File: src/rtl/commit_trace_buffer.sv
// rtl/commit_trace_buffer.sv - circular commit trace capture with PC trigger, post-trigger window and streamed readout
module commit_trace_buffer #(
    parameter int XLEN  = 32,
    parameter int DEPTH = 16,
    parameter int AW    = $clog2(DEPTH)
) (
    input  logic            clk,
    input  logic            rst,
    input  logic            arm,
    input  logic [XLEN-1:0] trig_pc,
    input  logic [AW-1:0]   post_cnt,
    input  logic            cap_valid,
    input  logic [XLEN-1:0] cap_pc,
    input  logic [XLEN-1:0] cap_result,
    input  logic [4:0]      cap_rs1,
    input  logic [4:0]      cap_rs2,
    input  logic [4:0]      cap_rd,
    output logic            out_valid,
    input  logic            out_ready,
    output logic [XLEN-1:0] out_pc,
    output logic [XLEN-1:0] out_result,
    output logic [4:0]      out_rs1,
    output logic [4:0]      out_rs2,
    output logic [4:0]      out_rd,
    output logic [1:0]      state,
    output logic [AW:0]     entries,
    output logic            overflow
);

    localparam int          RW      = 2 * XLEN + 15;
    localparam logic [AW:0] FULL    = (AW + 1)'(DEPTH);
    localparam logic [AW:0] E_ONE   = (AW + 1)'(1);
    localparam logic [AW-1:0] P_ONE = AW'(1);

    typedef enum logic [1:0] {
        IDLE  = 2'd0,
        ARMED = 2'd1,
        POST  = 2'd2,
        DONE  = 2'd3
    } state_t;

    state_t        state_q, state_d;
    logic [AW-1:0] wr_ptr_q, wr_ptr_d;
    logic [AW-1:0] rd_ptr_q, rd_ptr_d;
    logic [AW-1:0] post_left_q, post_left_d;
    logic [AW:0]   entries_q, entries_d;
    logic          overflow_q, overflow_d;

    logic [RW-1:0] mem [DEPTH];
    logic [RW-1:0] rd_rec;
    logic          wr_en;
    logic          pop;

    // A capture is only stored while armed or in the post window; arm discards it.
    assign wr_en = !rst && !arm && cap_valid && (state_q == ARMED || state_q == POST);
    assign pop   = out_valid && out_ready;

    // Next-state, pointer and counter logic.
    always_comb begin
        state_d     = state_q;
        wr_ptr_d    = wr_ptr_q;
        rd_ptr_d    = rd_ptr_q;
        post_left_d = post_left_q;
        entries_d   = entries_q;
        overflow_d  = overflow_q;
        if (arm) begin
            wr_ptr_d    = '0;
            entries_d   = '0;
            overflow_d  = 1'b0;
            post_left_d = post_cnt;
            state_d     = ARMED;
        end else begin
            if (wr_en) begin
                wr_ptr_d = wr_ptr_q + P_ONE;
                if (entries_q == FULL) begin
                    overflow_d = 1'b1;
                end else begin
                    entries_d = entries_q + E_ONE;
                end
            end
            case (state_q)
                ARMED: begin
                    if (cap_valid && cap_pc == trig_pc) begin
                        state_d = (post_left_q == '0) ? DONE : POST;
                    end
                end
                POST: begin
                    if (cap_valid) begin
                        post_left_d = post_left_q - P_ONE;
                        if (post_left_q == P_ONE) begin
                            state_d = DONE;
                        end
                    end
                end
                DONE: begin
                    if (pop) begin
                        rd_ptr_d  = rd_ptr_q + P_ONE;
                        entries_d = entries_q - E_ONE;
                    end
                end
                default: ;
            endcase
            // Entering DONE: point at the oldest record. When full, the low
            // bits of entries are zero so the oldest sits at the write pointer.
            if (state_d == DONE && state_q != DONE) begin
                rd_ptr_d = wr_ptr_d - entries_d[AW-1:0];
            end
        end
    end

    // Control state register with synchronous reset.
    always_ff @(posedge clk) begin
        if (rst) begin
            state_q     <= IDLE;
            wr_ptr_q    <= '0;
            rd_ptr_q    <= '0;
            post_left_q <= '0;
            entries_q   <= '0;
            overflow_q  <= 1'b0;
        end else begin
            state_q     <= state_d;
            wr_ptr_q    <= wr_ptr_d;
            rd_ptr_q    <= rd_ptr_d;
            post_left_q <= post_left_d;
            entries_q   <= entries_d;
            overflow_q  <= overflow_d;
        end
    end

    // Trace storage; never reset, only read at positions holding valid records.
    always_ff @(posedge clk) begin
        if (wr_en) begin
            mem[wr_ptr_q] <= {cap_pc, cap_result, cap_rs1, cap_rs2, cap_rd};
        end
    end

    assign rd_rec    = mem[rd_ptr_q];
    assign out_valid = (state_q == DONE) && (entries_q != '0);
    assign state     = state_q;
    assign entries   = entries_q;
    assign overflow  = overflow_q;

    // Readout fields are forced to zero whenever no record is offered.
    always_comb begin
        out_pc     = '0;
        out_result = '0;
        out_rs1    = '0;
        out_rs2    = '0;
        out_rd     = '0;
        if (out_valid) begin
            {out_pc, out_result, out_rs1, out_rs2, out_rd} = rd_rec;
        end
    end

endmodule

File: config.mk
export PLATFORM = sky130hd
export DESIGN_NAME = commit_trace_buffer
export DESIGN_NICKNAME = d
export VERILOG_FILES = /design/src/rtl/commit_trace_buffer.sv
export SDC_FILE = /design/constraint.sdc
export NUM_CORES = 1
export LEC_CHECK = 0
export BUFFER_PORTS_ARGS = -buffer_cell sky130_fd_sc_hd__buf_2
export CAP_MARGIN = 20
export CORE_MARGIN = 5
export CORE_UTILIZATION = 40
export CTS_CLUSTER_DIAMETER = 200
export DETAILED_ROUTE_END_ITERATION = 16
export PLACE_DENSITY = 0.56
export SYNTH_ARGS = -nofsm -noshare
export SYNTH_HDL_FRONTEND = slang
export SYNTH_SLANG_ARGS = --single-unit
File: constraint.sdc
create_clock -name clk -period 11.4 [get_ports clk]
set_clock_uncertainty 0.1 [all_clocks]
set_input_delay 1.14 -clock clk [delete_from_list [all_inputs] [get_ports clk]]
set_output_delay 1.14 -clock clk [all_outputs]
set_load 0.005 [all_outputs]
# After elaboration in Yosys (flattened, before gate mapping)

Memories as Yosys holds them, arrays and structs flattened. A register that Yosys moved wholly into a read port is not among the register bits.
Index checks and enable logic that the tools add are counted.
Widths: inputs -> output; s select.

Register bits after elaboration: 20
Bits in writable memories: 1264
Input port bits: 120
Memories kept: 1

Add/subtract/negate cells: 6
Eq/ne operators: 8
Multiplexer cells: 29
Bitwise operators: 1
Reductions and logical operators: 20

Memory list:

| memory | depth | bits a word | rd ports | clocked after memory_dff | wr ports | line | source |
|---|---|---|---|---|---|---|---|
| mem    | 16    | 79          | 1        | 1                        | 1        | 49   | `logic [RW-1:0] mem [DEPTH];` |

Operators by type and width:

| kind                | number |
|---|---|
| $mux 32             | 2 |
| $mux 4              | 10 |
| $mux 5              | 8 |
| $eq 32x32->1        | 1 |
| $add 4x1->4 const B | 2 |
| $mux 2              | 4 |
| $reduce_bool 2->1   | 4 |
| $logic_and 1x1->1   | 7 |
| $eq 2x2->1 const B  | 3 |
| $add 5x1->5 const B | 1 |
| $eq 5x5->1 const B  | 1 |
| $reduce_bool 5->1   | 1 |
| $sub 5x1->5 const B | 1 |
| $eq 4x1->1 const B  | 1 |
| $logic_not 4->1     | 1 |
| $mux 1              | 4 |
| $pmux 2 s2          | 1 |
| $reduce_and 2->1    | 2 |
| $sub 4x1->4 const B | 1 |
| $sub 4x4->4         | 1 |
| $reduce_and 3->1    | 1 |
| $eq 2x1->1 const B  | 1 |
| $logic_not 1->1     | 2 |
| $ne 2x2->1 const B  | 1 |
| 3 further kinds     | 3 |

# Depth between registers and ports, before layout

Gate-level depths: netlist (run 1).

Depth after elaboration: 12
Depth in mapped cells: 15

# Worst setup path before layout (run 1)

No wires, ideal clock.

Kind: input port to flip-flop
Start: in rst
End: mem mem[0][0] (netlist bit) (enable)
Library setup time: 0.710 ns
Data arrival time: 9.134 ns
Data required time: 10.590 ns
Path slack: 1.456 ns
Stages on the path: 4
Buffers on the path: 1
Path through: clkbuf_1 > nor2_1 > nand2_1 > nor4_1

Longest elaborated chain between the ends: 6

Ends and longest elaborated chain:

| element                        | line | source |
|---|---|---|
| start, declared                | 8    | `input logic rst,` |
| $logic_not 1->1                | 55   | `assign wr_en = !rst && !arm && cap_valid && (state_q == ARMED \|\| state_q == POST);` |
| $logic_and 1x1->1 (3 in a row) | 55   |  |
| $mux 1                         | 132  | `if (wr_en) begin` |
| $mux 1 (implied by the code)   | 133  | `mem[wr_ptr_q] <= {cap_pc, cap_result, cap_rs1, cap_rs2, cap_rd};` |
| end, declared                  | 49   |  |

No other way between the ends.

==> flow_summary.ini, run 1 <==
[die]
die_h_um = 362.9
initial_utilization = 0.4024
io_pins = 208
fp.dieArea_um2 = 131700
placementRows = 129
dieWidth_um = 362.9
core-area_um2 = 123800

[hold_path]
worstHoldEndpoint = overflow
whs_path_depth = 2
holdCritStartpoint = overflow
holdCritPathClass = flop to flop

[worst_setup_path]
arrival_ns = 4.84
ff2ff_path_depth = 8
startpoint_type = flop
max_stage_delay_ns = 0.97
cp_top_family = buffers and inverters
reg2reg_slack_ns = 6.93
worstSetupEndpointType = output pin
worst_path_max_delay_cell = dfxtp_4
crit_type = flop to output pin
r2r-start = state[0]
path_max_fanout = 45
path_cells = buf_4 > buf_4 > mux4_2 > mux4_2 > and2_1 > buf_2
r2r_end = mem[8][4]
critPathRequiredTime_ns = 10.16
path_buf_inv = 3

[sta]
rsz0062_at_grt = false
timing.fmax_ghz = 0.1645
finalCriticalPeriod_ns = 6.078
final_max_slew_viol_count = 0
worst_pin_slew_ns = 1.102
period_share = 0.5331
setup_violations = 0
finalHoldViolCount = 0
relSlewSlack = 0.2652
tns_ns = 0

[synth]
synth_edf_count = 1264
syn_inst = 2098
synth.distinct_cells = 51
ys.flop_type = edfxtp_1
synth_most_common_cell = edfxtp_1
synth_fp_nets = 2236
synth_area_leaders = edfxtp_1 (76%), mux4_2 (18%), and2_1 (1.0%), dfxtp_1 (0.96%), clkbuf_1 (0.54%)
ys_warn_count = 0
synth-seq-cells = 1288
synth_top_area_cell = edfxtp_1
synth_top_area_frac = 0.7620
ys_async_sr_fraction = 0
syn-cell-area_um2 = 49810
syn_area_per_cell_um2 = 23.74
yosys-top-cells-count = edfxtp_1 (1264), mux4_2 (395), and2_1 (83), clkbuf_1 (72), nor2_1 (35)
ys_seq_area_frac = 0.7716

[finish]
fin_area_um2 = 57240
final_nets = 2521
drive_gt1_frac = 0.3487
area_growth_pct = 14.91

[run]
drv_cap = 0

[drt]
via_per_inst = 5.550
wl_per_cell_um = 28.95
drt_iter0_markers = 2115
drtAntennaViolNets = 0
vias = 22940
drcViolationCount = 0
dr.pass1.iters = 5
routed_wl_mm = 119.7

[placed_design]
place_area_um2 = 52960
portBuffers = 207
hpwl_mm = 60.51
finalWeightedCongestion = 0.7751

[pwr]
p_leak_nw = 17.68
ir_worst_vdd_mv = 0.1317
power_density_nw_per_um2 = 167.2

[clocking]
clk-insertion-delay-late_ns = 0.74
clkSlewWorstSetupHoldPaths_ns = 0.06
ctsHoldBuffers = 0
cts_max_level = 4
cts_made_buffers = 135
cts.path.max_buffers = 3
cts_tree = done
cts_root_buffer = clkbuf_16
postCtsResizedCells = 0
cts.sinks = 1288
postCtsSetupRepairBufs = 0

[global_route]
grt_pass1_wl_mm = 173.7
antenna_found_initial = 18
overflow = 0
grt_max_degree = 149
grt_use_total = 0.1830
grt_pass1_vias = 24780

[outcome]
status = complete, no violations
## cells by family after synthesis
kind of cell,after synthesis,share of synthesized area
AOI/OAI and AO/OA,42,0.005903
xor gates and xnor gates,39,0.006857
adders and majority gates,18,0.004672
buffers and inverters,129,0.01060
DFF,1288,0.7716
muxes,397,0.1790
and+or+nand+nor,185,0.02133
## flip-flops by register name, indices dropped and copies added, names as in the netlist, named ones only
signal and count:
state 2, mem 1264, rd_ptr_q 4, overflow 1, wr_ptr_q 4, post_left_q 4
entries 5
## layout by cell type (no fill, tap or decap), types with 12 or more instances in the layout
master and count:
edfxtp_1 1264, mux4_2 395, buf_2 209, clkbuf_16 139, and2_1 82, buf_4 44, nor2_1 31, clkbuf_1 30
clkinv_1 28, xor2_1 25, clkinv_2 23, inv_1 21, dfxtp_1 20, ha_1 17, xnor2_1 14, nand2_1 13
a21oi_1 12
## worst max path at each step
stage	endpoint	from	cells after the start	slack [ns]
floorplan	mem[0][0]	rst	4	1.46
global placement	out_pc[18]	flop	6	5.88
detailed placement	out_pc[24]	flop	6	5.86
CTS	out_pc[24]	flop	6	5.03
global route	out_pc[24]	flop	6	4.85
finish	out_pc[29]	flop	6	5.32
## worst min-delay path, delay by kind of cell (launching register included)
| family | cells | cell delay [ns] |
|---|---|---|
| compound gates | 1 | 0.05 |
| flops | 1 | 0.34 |
| simple gates | 1 | 0.08 |
## where the power goes
group | internal [mW] | switching [mW] | leakage (nW) | total [mW]
combinational | 0.0325 | 0.0957 | 4.03 | 0.128
sequential | 5.20 | 0.00227 | 11.6 | 5.20
clock | 2.47 | 1.77 | 2.09 | 4.24
## layer usage
metal  vias up  GRT usage  part of all wire
li1       9545          -                 -
met1     12530     0.2505              0.42
met2       688     0.3100              0.51
met3       174    0.03310             0.055
met4         6    0.04071             0.017
met5         -          0           0.00031
## area by class of cell
cell class                 count  area, um2
sequential                  1288      38450
antenna                        5      12.51
clock buffer                 170       3605
fill                       10180      66560
timing repair buffer         256       1436
multi-input combinational    681      10940
inverter                      21      78.83
clock inverter                76      663.1
tap                         1637       2048
## stage by stage
step	cells	hold WS, ns	total power, mW	setup slack [ns]	utilization
3_3_place_gp	3881	0.4008	5.422	5.880	0.4277
2_1_floorplan	2098	0.3604	5.334	1.456	-
4_1_cts	4129	0.3994	9.683	5.031	0.4623
5_1_grt	4129	0.4069	9.891	4.855	0.4623
3_5_place_dp	3883	0.3754	5.433	5.862	0.4278
6_report	4134	0.4029	9.572	5.322	0.4624
Power figures use the tool's default switching activity.
==> run 2, diff against run 1 <==
Clock period 11.4 ns to 6.1 ns, I/O delays scaled along.
==> run 2 against run 1 <==
Via count increased by 0.41%. Clock power up 88%. Register-to-register slack worse by 4.6 ns. Routed wire length is 0.40% lower. Critical path type unchanged. Critical endpoint is now out_pc[8]. Largest power group unchanged. Highest routed layer unchanged.
==> flow_summary.ini, run 2 (same netlist as run 1, synthesis figures left out) <==
[outcome]
status = complete, no violations

[placed_design]
portBuffers = 207
place_inst = 3887
finalWeightedCongestion = 0.7505
hpwl_mm = 61.43

[drt]
drtAntennaViolNets = 0
dr.pass1.iters = 5
routed_wl_mm = 119.2
vias = 23040
wl_per_cell_um = 28.76
drcViolationCount = 0
drt_iter0_markers = 2020
via_per_inst = 5.558

[sta]
final_max_slew_viol_count = 0
relSlewSlack = 0.2542
timing.fmax_ghz = 0.2245
tns_ns = 0
worst_pin_slew_ns = 1.119
period_share = 0.7302
finalHoldViolCount = 0
setup_violations = 0
finalCriticalPeriod_ns = 4.454
rsz0062_at_grt = false

[worst_setup_path]
path_buf_inv = 2
critPathRequiredTime_ns = 5.39
path_common_cell = mux4_2
path_cells = buf_4 > mux4_2 > mux4_2 > and2_1 > buf_2
r2r-start = entries[0]
cp_top_family = multiplexers
startpoint_type = flop
arrival_ns = 3.74
max_stage_delay_ns = 0.93
worstSetupEndpointType = output pin
path_max_fanout = 38
crit_type = flop to output pin
worstSetupPathDepth = 5
worst_path_max_delay_cell = dfxtp_4
reg2reg_slack_ns = 2.30
ff2ff_path_depth = 13

[die]
io_pins = 208
die_h_um = 362.9
fp.dieArea_um2 = 131700
placementRows = 129
initial_utilization = 0.4024
dieWidth_um = 362.9
core-area_um2 = 123800

[finish]
num-fill-cells = 10160
final_common_cell = edfxtp_1
regMostFlops = mem
final_nets = 2531
drive_gt1_frac = 0.3475
largest_reg_flops = 1264
final_cell_count_no_fill = 4145
postLayoutCoreUtil = 0.4656
layout_common_cells = edfxtp_1 (1264), mux4_2 (395), buf_2 (207), clkbuf_16 (141), and2_1 (82)
area_growth_pct = 15.71

[global_route]
grt_pass1_vias = 24670
grt_max_degree = 87
grt_use_total = 0.1820
grt_pass1_wl_mm = 172.9
antenna_found_initial = 21
overflow = 0

[clocking]
clkSlewWorstSetupHoldPaths_ns = 0.06
cts.path.max_buffers = 3
cts_made_buffers = 137
cts.sinks = 1288
postCtsResizedCells = 0
clk-insertion-delay-late_ns = 0.75
cts_max_level = 4
cts_tree = done
cts_root_buffer = clkbuf_16
postCtsSetupRepairBufs = 0

[pwr]
totalPowerFinal_mw = 17.95
power_density_nw_per_um2 = 311.4
p_leak_nw = 17.77
ir_worst_vdd_mv = 0.2821

[hold_path]
whs_path_depth = 2
worstHoldEndpoint = post_left_q[0]
holdCritPathClass = input pin to flop
holdCritStartpoint = rst

[run]
drv_cap = 0
run 2: metrics by stage:
stage	setup WS, ns	cell area [um2]	hold WS [ns]
after floorplan	-1.463	49840	0.3604
after global placement	1.881	53240	0.3979
after detailed placement	1.753	53240	0.4005
after CTS	1.495	57620	0.08116
after global routing	1.393	57620	0.1166
final	1.646	57640	0.1450
run 2: worst reg2reg max path: cells and delay by family (launching register included):
kind,cells,cell delay (ns)
flops,1,0.36
xor+xnor,2,0.24
buf+inv,1,0.13
fa+ha+maj,2,0.49
compound gates,6,1.35
simple gates,2,1.04
run 2: worst max-delay path by stage:
stage,end,slack (ns)
after floorplan,mem[4][0],-1.46
after global placement,rd_ptr_q[3],1.88
after detailed placement,rd_ptr_q[2],1.75
after CTS,out_pc[8],1.50
after global routing,out_result[24],1.39
final,out_pc[8],1.65
run 2: area by class of cell:
type | instances | area [um2] | area share
clock buffer | 178 | 3667 | 0.06363
tap | 1637 | 2048 | 0.03554
timing repair buffer | 264 | 1724 | 0.02991
antenna | 7 | 17.52 | 0.0003039
inverter | 21 | 78.83 | 0.001368
clock inverter | 69 | 668.1 | 0.01159
sequential | 1288 | 38450 | 0.6672
multi-input combinational | 681 | 10980 | 0.1905
run 2: timing repair:
item,4_1_cts,5_1_grt
hold endpoints to repair,4,0
hold buffers,4,0
setup endpoints to repair,0,0
run 2: routing by layer:
metal	routed length, um	vias up	GRT usage
li1	-	9557	-
met1	51020	12640	0.2561
met2	59330	682	0.3008
met3	6893	157	0.03261
met4	1947	2	0.04025
met5	20	-	0
run 2: power breakdown:
part           switching, mW  internal, mW
logic                  0.178        0.0623
clock network           3.36          4.62
registers            0.00420          9.72
total                   3.55          14.4
